[src/rtl/ebr_pingpong_scheduler.sv]
// ebr_pingpong_scheduler
// Ping-pong scheduler for two EBR banks. Bytes from an i2c filler are written
// into the current write bank; a bank is handed to the consumer when a frame
// ends (wr_last) or the bank fills. The consumer releases banks in completion
// order with rd_done. Bytes arriving while the write bank is still owned by
// the consumer are dropped and flagged via a sticky overflow bit.
module ebr_pingpong_scheduler #(
    parameter int DEPTH  = 256,
    parameter int ADDR_W = 8
) (
    input  logic              clock,
    input  logic              reset,
    input  logic              wr_valid,
    input  logic [7:0]        wr_data,
    input  logic              wr_last,
    output logic              wr_ready,
    output logic [1:0]        ebr_we,
    output logic [ADDR_W-1:0] ebr_waddr,
    output logic [7:0]        ebr_wdata,
    output logic              rd_bank_valid,
    output logic              rd_bank,
    output logic [ADDR_W:0]   rd_len,
    input  logic              rd_done,
    output logic              overflow
);

    // Index of the last byte slot in a bank, and a width-matched increment.
    localparam logic [ADDR_W:0] LAST_IDX = (ADDR_W+1)'(DEPTH - 1);
    localparam logic [ADDR_W:0] CNT_ONE  = (ADDR_W+1)'(1);

    // Bank ownership and fill state.
    logic [1:0]        full_q,    full_d;
    logic [ADDR_W:0]   len_q [2];
    logic [ADDR_W:0]   len_d [2];
    logic              wr_bank_q, wr_bank_d;
    logic [ADDR_W:0]   wr_cnt_q,  wr_cnt_d;
    logic              rd_bank_q, rd_bank_d;

    // Registered EBR write port.
    logic [1:0]        ebr_we_q,    ebr_we_d;
    logic [ADDR_W-1:0] ebr_waddr_q, ebr_waddr_d;
    logic [7:0]        ebr_wdata_q, ebr_wdata_d;

    logic              overflow_q,  overflow_d;

    logic              accept;
    logic              complete;
    logic              release_bank;

    // Handshake decode; wr_ready comes straight from the flag register, so a
    // bank released this cycle only becomes writable from the next cycle on.
    always_comb begin
        wr_ready     = ~full_q[wr_bank_q];
        accept       = wr_valid & wr_ready;
        complete     = accept & (wr_last | (wr_cnt_q == LAST_IDX));
        release_bank = rd_done & full_q[rd_bank_q];
    end

    // Next-state: write path, bank completion, consumer release, overflow.
    always_comb begin
        full_d      = full_q;
        len_d[0]    = len_q[0];
        len_d[1]    = len_q[1];
        wr_bank_d   = wr_bank_q;
        wr_cnt_d    = wr_cnt_q;
        rd_bank_d   = rd_bank_q;
        ebr_we_d    = 2'b00;
        ebr_waddr_d = ebr_waddr_q;
        ebr_wdata_d = ebr_wdata_q;
        overflow_d  = overflow_q;

        if (accept) begin
            ebr_we_d[wr_bank_q] = 1'b1;
            ebr_waddr_d         = wr_cnt_q[ADDR_W-1:0];
            ebr_wdata_d         = wr_data;
            if (complete) begin
                full_d[wr_bank_q] = 1'b1;
                len_d[wr_bank_q]  = wr_cnt_q + CNT_ONE;
                wr_cnt_d          = '0;
                wr_bank_d         = ~wr_bank_q;
            end else begin
                wr_cnt_d = wr_cnt_q + CNT_ONE;
            end
        end

        // A dropped byte (including its wr_last) only raises overflow.
        if (wr_valid && !wr_ready) begin
            overflow_d = 1'b1;
        end

        // Completion and release can never target the same bank (one needs
        // the flag clear, the other set), so both apply independently.
        if (release_bank) begin
            full_d[rd_bank_q] = 1'b0;
            rd_bank_d         = ~rd_bank_q;
        end
    end

    // State registers with synchronous reset that discards all bank contents.
    always_ff @(posedge clock) begin
        if (reset) begin
            full_q      <= 2'b00;
            len_q[0]    <= '0;
            len_q[1]    <= '0;
            wr_bank_q   <= 1'b0;
            wr_cnt_q    <= '0;
            rd_bank_q   <= 1'b0;
            ebr_we_q    <= 2'b00;
            ebr_waddr_q <= '0;
            ebr_wdata_q <= '0;
            overflow_q  <= 1'b0;
        end else begin
            full_q      <= full_d;
            len_q[0]    <= len_d[0];
            len_q[1]    <= len_d[1];
            wr_bank_q   <= wr_bank_d;
            wr_cnt_q    <= wr_cnt_d;
            rd_bank_q   <= rd_bank_d;
            ebr_we_q    <= ebr_we_d;
            ebr_waddr_q <= ebr_waddr_d;
            ebr_wdata_q <= ebr_wdata_d;
            overflow_q  <= overflow_d;
        end
    end

    // Output mapping; the read side is a pure register view.
    always_comb begin
        ebr_we        = ebr_we_q;
        ebr_waddr     = ebr_waddr_q;
        ebr_wdata     = ebr_wdata_q;
        rd_bank_valid = full_q[rd_bank_q];
        rd_bank       = rd_bank_q;
        rd_len        = len_q[rd_bank_q];
        overflow      = overflow_q;
    end

endmodule

[config.mk]
export PLATFORM = sky130hd
export DESIGN_NAME = ebr_pingpong_scheduler
export DESIGN_NICKNAME = d
export VERILOG_FILES = /design/src/rtl/ebr_pingpong_scheduler.sv
export SDC_FILE = /design/constraint.sdc
export NUM_CORES = 1
export LEC_CHECK = 0
export ABC_CLOCK_PERIOD_IN_PS = 2200
export CAP_MARGIN = 0
export CORE_ASPECT_RATIO = 0.8
export CORE_MARGIN = 2
export CORE_UTILIZATION = 26
export CTS_CLUSTER_SIZE = 10
export DETAILED_ROUTE_END_ITERATION = 12
export DONT_BUFFER_PORTS = 1
export PLACE_DENSITY_LB_ADDON = 0.3
export SLEW_MARGIN = 5
export SYNTH_ARGS = -nofsm -noshare
export SYNTH_HDL_FRONTEND = slang
export SYNTH_SLANG_ARGS = --single-unit
[constraint.sdc]
create_clock -name clock -period 2.2 [get_ports clock]
set_clock_uncertainty 0.2 [all_clocks]
set_input_delay 0 -clock clock [delete_from_list [all_inputs] [get_ports clock]]
set_output_delay 0 -clock clock [all_outputs]
set_load 0.02 [all_outputs]
**After elaboration in Yosys (flattened, before gate mapping)**

Memories as Yosys holds them, arrays and structs flattened. A register that Yosys moved wholly into a read port is not among the register bits.
Cells that the tools add are included.

- Register bits after elaboration: 32
- Memory bits (writable): 18
- Word-level logic and storage cells: 61
- Memories: 1

Memories:

| name | depth | width | rd ports | clocked after memory_dff | wr ports | RTL line | source |
|---|---|---|---|---|---|---|---|
| len_q | 2 | 9 | 3 | 1 | 2 | 33 | `logic [ADDR_W:0] len_q [2];` |

- $add $sub $neg: 1
- Order comparisons: 6
- Equality and inequality tests: 1
- Mux-type cells: 24
- Bitwise operators: 14
- Reduce and logical (&&, ||, !) cells: 6

Operators by type and width:

| operator | count |
|---|---|
| $mux 18 | 2 |
| $mux 9 | 4 |
| $bwmux 18 | 1 |
| $mux 1 | 11 |
| $add 9x1->9 const B | 1 |
| $demux 9 s1 | 1 |
| $eq 9x8->1 const B | 1 |
| $mux 2 | 3 |
| $logic_and 1x1->1 | 4 |
| $lt 1x2->1 const B | 2 |
| $not 1->1 | 4 |
| $and 1x1->1 | 3 |
| $or 1x1->1 | 3 |
| $and 2x2->2 | 1 |
| $demux 1 s1 | 2 |
| $ge 1x1->1 const B | 2 |
| $ge 2x2->1 const B | 1 |
| $lt 2x1->1 const B | 1 |
| $not 1->2 | 1 |
| $not 2->2 | 1 |
| $or 2x2->2 | 1 |
| $reduce_and 2->1 | 1 |
| $reduce_or 2->1 | 1 |

**Depth between registers and ports, before layout**

Gate-level depths: netlist (run 1).

- Depth in word-level cells: 9
- Gate-level depth with buffers: 9
- Mapped depth without buffers: 7

**Worst setup path before layout (run 1)**

OpenSTA, ideal clock, no wires.

- Kind: register -> register
- Start: reg wr_cnt_q[0]
- End: mem len_q[0][8] (netlist name)
- Arrival: 1.847 ns
- Required time: 1.914 ns
- Path slack: 0.067 ns
- Stages on the path, launching flop included: 10
- Buffers on the path: 2
- Cells stage by stage: dfxtp_1 ha_1 inv_1 nor3_1 ha_1 o21a_1 buf_6 buf_2 a21oi_1 a211oi_1

RTL lines:

| what | RTL line | source |
|---|---|---|
| from (decl) | 36 | `logic [ADDR_W:0] wr_cnt_q, wr_cnt_d;` |
| from (signal assigned) | 117 | `wr_cnt_q <= wr_cnt_d;` |
| to (decl) | 33 |  |

**Final worst setup path (run 1)**

- Start: in wr_valid
- End: reg wr_cnt_q[7]

- Word-level cells in the longest chain between the ends: 3

RTL lines:

| what | RTL line | source |
|---|---|---|
| from (decl) | 13 | `input logic wr_valid,` |
| $and 1x1->1 * | 54 | `accept = wr_valid & wr_ready;` |
| $and 1x1->1 | 55 | `complete = accept & (wr_last \| (wr_cnt_q == LAST_IDX));` |
| $mux 9 | 76 | `if (complete) begin` |

Mark *: on every way between the ends. The rest lies on a longest branch, timed or not.
A chain may end at the register's enable or synchronous reset.

==> summary.md, run 1 <==
| Metric | Value |
|---|---|
| Initial core utilization | `27.0%` |
| Max-cap violations | `0` |
| Arrival time of the worst setup path | `2.11 ns` |
| Clock Pin Slew Worst Setup and Hold Paths | `0.10 ns` |
| Initial antenna violation count | `0` |
| Synth area leader | `dfxtp_1` |
| Mapped Cells | `260` |
| Most frequent cell after synthesis | `dfxtp_1` |
| Worst skew pair latency | `0.31 ns` |
| Crit path largest cell delay | `roughly 1.1 ns` |
| Largest net degree at the start of global routing | `54` |
| # Post-CTS Setup Buffers | `0` |
| CP startpoint kind | `input pin` |
| DRT iter0 DRCs | `between 150 and 200` |
| Main synth FF type | `dfxtp_1` |
| Synth cell types | `41` |
| Setup Crit Path Kind | `in -> reg` |
| FF+latch count, synth | `51` |
| Post-DR vias/cell | `5.08` |
| Synth warn | `0` |
| Seq/Total Area, Yosys | `43.9%` |
| Fraction of layout cells with a size suffix above 1 | `between 10% and 20%` |
| Num Clock Sinks | `51` |
| DR WL/cell | `16.6 um` |
| Finished Cell Area | `2730 sq um` |
| Worst Path Max Fanout | `24` |
| Drt total wl | `about 6500 um` |
| Leakage | `0.000927 uW` |
| Final std cells w/o fill | `~390` |
| Fin. max-slew vios | `0` |
| Synth top cells by count | `51 x dfxtp_1, 41 x a21oi_1, 30 x o21ai_0, 25 x nand3_1, 11 x clkbuf_1` |
| Syn Nets | `275` |
| DRC viols | `0` |
| All-layer global routing usage | `13.5%` |
| Root Buffer | `clkbuf_8` |
| Final hold violations | `0` |
| Core area | `8600 sq um` |
| # setup viols final | `0` |
| Die Area | `9710 sq um` |
| Multi-input combinational cell area | `1140 sq um` |
| Area growth, synth to finish | `17.4%` |
| Area after DPL | `2490 sq um` |
| Clock Tree Buf Depth | `2` |
| Fmax | `484 MHz` |
| Setup TNS Final | `0 ns` |
| Ant diodes | `0` |
| DR vias | `between 1,500 and 2,000` |
| Synth Cell Area | `2320 sq um` |
| Tmin final | `2.07 ns` |
| Post-DP HPWL | `4240 um` |
| Mapped Avg Cell Area | `8.94 sq um` |
| RSZ-0062 raised after global routing | `false` |
| Post-synth EDFFs | `0` |
| Worst-path cell chain | `dlygate4sd3_1 -> nor3b_2 -> or4b_1 -> o211ai_1` |
| Worst ir drop on vdd | `0.236 mV` |
| CTS tree | `done` |
| Worst path slowest cell | `dlygate4sd3_1` |
| Synth top area cells | `dfxtp_1 44%, a21oi_1 8.8%, o21ai_0 6.5%` |
| Core Util, Final | `31.7%` |
| H-tree depth | `2` |
| Top cell type's share of synthesized area | `between 40% and 50%` |
| R2R Setup Slk | `0.18 ns` |
| IO Port Bufs | `0` |
| DP Cell Count | `371` |
| Cell row count | `30` |
| Overall Power | `1800 uW` |
| Vias in the first global route | `approximately 1,900` |
| Worst EP required | `about 2.2 ns` |
| Global-route wire length before repair | `9960 um` |
| Power per standard cell area | `662 nW/um^2` |
| CTS buffer count | `5` |
| Final period utilization | `a little over nine tenths` |
| Slew @ Worst Pin | `slightly above 0.9 ns` |
| Fillers | `between 800 and 900` |
| Asr flop ratio synth | `0%` |
| Register area | `~1000 sq um` |
| Die Span Y | `88.6 um` |
| GP Congestion | `0.800` |
| Fin nets | `between 200 and 300` |
| IO Pins | `44` |
| Max_slew headroom | `38.3%` |
| Worst Setup End Kind | `flop` |
| Total congestion overflow | `0` |
| Die Wd | `between 100 and 150 um` |
| Hold Path Class | `in -> reg` |
| Detailed Routing Iterations Pass 1 | `4` |
| Status | `complete, no violations` |
| Post-route ant nets | `0` |
-- critical path: cells and delay by family --
kind	cells	cell delay, ns
buf+inv	1	1.14
simple gates	2	0.78
compound gates	1	0.18
-- cell type report --
type / instances / share of cell area (%)
clock buffer: 7 / 3.17
clock inverter: 1 / 0.321
inverter: 10 / 1.38
multi-input combinational: 179 / 41.7
sequential: 51 / 37.4
tap: 112 / 5.14
timing repair buffer: 32 / 10.8
-- cell families after synthesis --
family | after synthesis | synth area share (%)
XOR/XNOR | 3 | 1.13
multiplexers | 11 | 5.49
flip-flops | 51 | 43.9
AND/OR/NAND/NOR | 64 | 16.5
adder cells (fa/ha/maj) | 2 | 1.08
buffers and inverters | 30 | 7.16
AO/OA/AOI/OAI | 99 | 24.7
-- repair_timing --
item | CTS | global route
endpoints found under the hold margin | 51 | 0
resized for setup | 0 | 1
setup endpoints to repair | 0 | 12
hold buffers | 13 | 0
-- flip-flops by register name, summed over array words and instances, names as in the netlist, named ones only --
| signal | count |
|---|---|
| rd_bank | 1 |
| ebr_waddr | 8 |
| ebr_we | 2 |
| ebr_wdata | 8 |
| wr_cnt_q | 9 |
| len_q | 18 |
| overflow | 1 |
| wr_bank_q | 1 |
| full_q | 2 |
-- layer usage --
layer  track usage [%]  routed length, um  share of wire, %  vias up
met2              20.8               2980                46       41
met4              3.45                 60              0.92        0
li1                  -                  -                 -     1003
met5                 0                  0                 0        -
met3              5.01                421               6.5        6
met1              18.0               3050                47      940
-- cell usage in the layout (no fill, tap or decap), types with 3 or more instances in the layout --
cell / instances
a211oi_1: 7
a21oi_1: 41
a311oi_1: 8
buf_4: 18
clkbuf_8: 6
dfxtp_1: 51
dlygate4sd3_1: 12
inv_1: 9
mux2_2: 10
nand2_1: 5
nand3_1: 25
nand4_1: 3
nand4b_1: 3
nor2_1: 5
nor2b_1: 4
nor3_1: 8
o211ai_1: 5
o21ai_0: 30
-- report_power, final --
group	total [uW]	internal [uW]	switching, uW	leakage (uW)
registers	999	958	41.0	0.000415
logic	229	87.2	142	0.000464
clock network	576	258	318	0.0000484
-- worst paths after layout --
path / startpoint / endpoint / depth (start not counted)
setup / recovery: wr_valid / wr_cnt_q[7] / 4
hold reg to reg: len_q[1][1] / len_q[1][1] / 2
setup reg to reg: wr_cnt_q[0] / len_q[1][2] / 8
hold / removal: wr_last / len_q[0][0] / 4
-- through the flow --
| stage | hold WS (ns) | setup WS, ns |
|---|---|---|
| 2_1_floorplan | -0.0825 | 0.0672 |
| 3_3_place_gp | -0.117 | 0.249 |
| 3_5_place_dp | -0.118 | 0.206 |
| 4_1_cts | 0.0120 | 0.129 |
| 5_1_grt | 0.0235 | 0.00297 |
| 6_report | 0.0232 | 0.134 |
Note: power is estimated with default switching activity, not from simulation.
==> run 2: changes to the inputs <==
--- a/constraint.sdc
+++ b/constraint.sdc
@@ -4,2 +4,2 @@
 set_output_delay 0 -clock clock [all_outputs]
-set_load 0.02 [all_outputs]
+set_load 0.1 [all_outputs]
==> run 2 against run 1 <==
Global-route usage grew 0.42 points. Cell count grew 3.8%. Combinational power rose by 90%. Sequential power decreased by 2%. Maximum frequency shrank 1.0%. Via count increased by 6.3%. Largest cell class unchanged.
==> summary.md, run 2 (synthesized netlist as in run 1, its figures left out) <==
| Metric | Value |
|---|---|
| Largest regs | `len_q x18, wr_cnt_q x9` |
| Fraction of layout cells with a size suffix above 1 | `22.0% (+4.9 points)` |
| Fin nets | `309 (+5.1%)` |
| Largest register FFs | `18 (unchanged)` |
| Setup Crit Path Kind | `in -> reg` |
| Detailed Routing Iterations Pass 1 | `5 (+1)` |
| Num Clock Sinks | `51 (unchanged)` |
| Most frequent cells in the layout | `50 x dfxtp_1, 41 x a21oi_1, 32 x buf_4, 30 x o21ai_0, 25 x nand3_1` |
| Status | `complete, no violations` |
| DRT iter0 DRCs | `195 (+26%)` |
| Clock Tree Buf Depth | `2 (unchanged)` |
| Largest net degree at the start of global routing | `54 (unchanged)` |
| Worst EP required | `2.23 ns (about the same)` |
| Total congestion overflow | `0 (unchanged)` |
| Slew @ Worst Pin | `0.923 ns (+0.000699 ns)` |
| DR WL/cell | `15.5 um (-6.3%)` |
| Final hold violations | `0 (unchanged)` |
| Commonest non-fill, non-tap cell in the layout | `dfxtp_1` |
| Hold Path Class | `in -> reg` |
| GP Congestion | `0.877 (+9.6%)` |
| Root Buffer | `clkbuf_8` |
| Max-cap violations | `0 (unchanged)` |
| Global-route wire length before repair | `10,400 um (+4.6%)` |
| Worst path slowest cell | `dlygate4sd3_1` |
| Post-DR vias/cell | `5.20 (+2.4%)` |
| Crit-path leading delay family | `buffers and inverters` |
| Biggest register | `len_q` |
| Crit path largest cell delay | `1.14 ns (about the same)` |
| CTS tree | `done` |
| Worst skew pair latency | `0.30 ns (about the same)` |
| Worst Path Max Fanout | `24 (unchanged)` |
| Final period utilization | `94.9% (+0.99 points)` |
| Cell row count | `30 (unchanged)` |
| Worst Setup End Kind | `flop` |
| Power per standard cell area | `701 nW/um^2 (+5.9%)` |
| Post-DP HPWL | `4220 um (-0.31%)` |
| Post-route ant nets | `0 (unchanged)` |
| Worst-path cell chain | `dlygate4sd3_1 -> nor3b_2 -> or4b_1 -> o211ai_1` |
| Drt total wl | `6330 um (-2.7%)` |
| # setup viols final | `0 (unchanged)` |
| RSZ-0062 raised after global routing | `false` |
| Die Area | `9710 sq um (unchanged)` |
| Arrival time of the worst setup path | `2.12 ns (about the same)` |
| Area growth, synth to finish | `23.2%` |
| Fin. max-slew vios | `0 (unchanged)` |
| Fmax | `479 MHz (-1.0%)` |
| Worst ir drop on vdd | `0.257 mV (+9.1%)` |
| DP Cell Count | `386 (+4.0%)` |
| H-tree depth | `2 (unchanged)` |
| DRC viols | `0 (unchanged)` |
| CP startpoint kind | `input pin` |
| Max_slew headroom | `38.3% (-0.047 points)` |
| DR vias | `2,115 (+6.3%)` |
| Die Span Y | `88.6 um (unchanged)` |
| Initial core utilization | `27.0% (unchanged)` |
| Clock Pin Slew Worst Setup and Hold Paths | `0.09 ns (about the same)` |
| All-layer global routing usage | `14.0% (+0.42 points)` |
| IO Port Bufs | `0 (unchanged)` |
| Initial antenna violation count | `0 (unchanged)` |
| Worst path bufs/invs | `1 (unchanged)` |
| CTS buffer count | `5 (unchanged)` |
| Setup TNS Final | `0 ns (unchanged)` |
| Core area | `8600 sq um (unchanged)` |
| Final std cells w/o fill | `407 (+3.8%)` |
| Ant diodes | `0 (unchanged)` |
| IO Pins | `44 (unchanged)` |
| Tmin final | `2.09 ns (+0.0218 ns)` |
| # Post-CTS Setup Buffers | `0 (unchanged)` |
| Die Wd | `110 um (unchanged)` |
| Leakage | `0.00102 uW (+9.6%)` |
| Vias in the first global route | `1,979 (+5.2%)` |
-- run 2: changes by cell type in the layout (fill, tap and decap cells not counted) --
| cell | change |
|---|---|
| buf_12 | +1 |
| buf_4 | +14 |
| clkbuf_8 | +1 |
| clkinv_4 | -1 |
| dfxtp_1 | -1 |
| dfxtp_2 | +1 |
| o21ai_1 | -1 |
| o21ai_2 | +1 |
-- run 2: metal layers --
layer,wire length (um),global-route usage (%)
met1,2970,18.8
met2,2850,21.5
met3,426,4.20
met4,81,4.49
met5,0,0
-- run 2: what timing repair did --
action,in CTS,in global routing
resized for setup,0,3
hold buffers,13,0
hold endpoints to repair,51,0
setup endpoints to repair,0,16
-- run 2: report_power, final --
group	leakage [uW]	switching, uW	internal (uW)	total [uW]
registers	0.000415	23.0	957	980
logic	0.000549	329	107	435
clock network	0.0000515	302	288	590
total	0.00102	654	1350	2010
-- run 2: path summary, 6_finish.rpt --
kind	start	to	depth (start not counted)	slack (ns)
worst max register to register	wr_cnt_q[1]	len_q[0][6]	8	0.19
worst min register to register	ebr_wdata[6]	ebr_wdata[6]	2	0.28
worst min-delay path	wr_last	len_q[0][0]	4	0.02
worst max-delay path	wr_valid	wr_cnt_q[7]	4	0.11
-- run 2: final cells by class --
class | instances | area, sq um
Sequential cell | 51 | 1020
Timing Repair Buffer | 47 | 420
Tap cell | 112 | 140
Clock buffer | 8 | 100
Inverter | 10 | 37.5
Fill cell | 864 | 5730
Multi-Input combinational cell | 179 | 1140
-- run 2: tightest hold or removal path: stages --
cell	delay [ns]
o21a_1	0.19
buf_12	0.16
nand3_1	0.08
a21oi_1	0.05
-- run 2: stage by stage --
step                      setup slack, ns  area (sq um)  hold slack (ns)  power (uW)  util, %
after floorplan                    0.0672          2320          -0.0825        1340        -
after global placement              0.181          2620           -0.119        1390     30.4
after detailed placement           0.0904          2620           -0.118        1390     30.4
after CTS                          0.0728          2860           0.0121        2030     33.2
after global routing             0.000133          2860           0.0319        2110     33.3
final                               0.113          2860           0.0181        2010     33.3
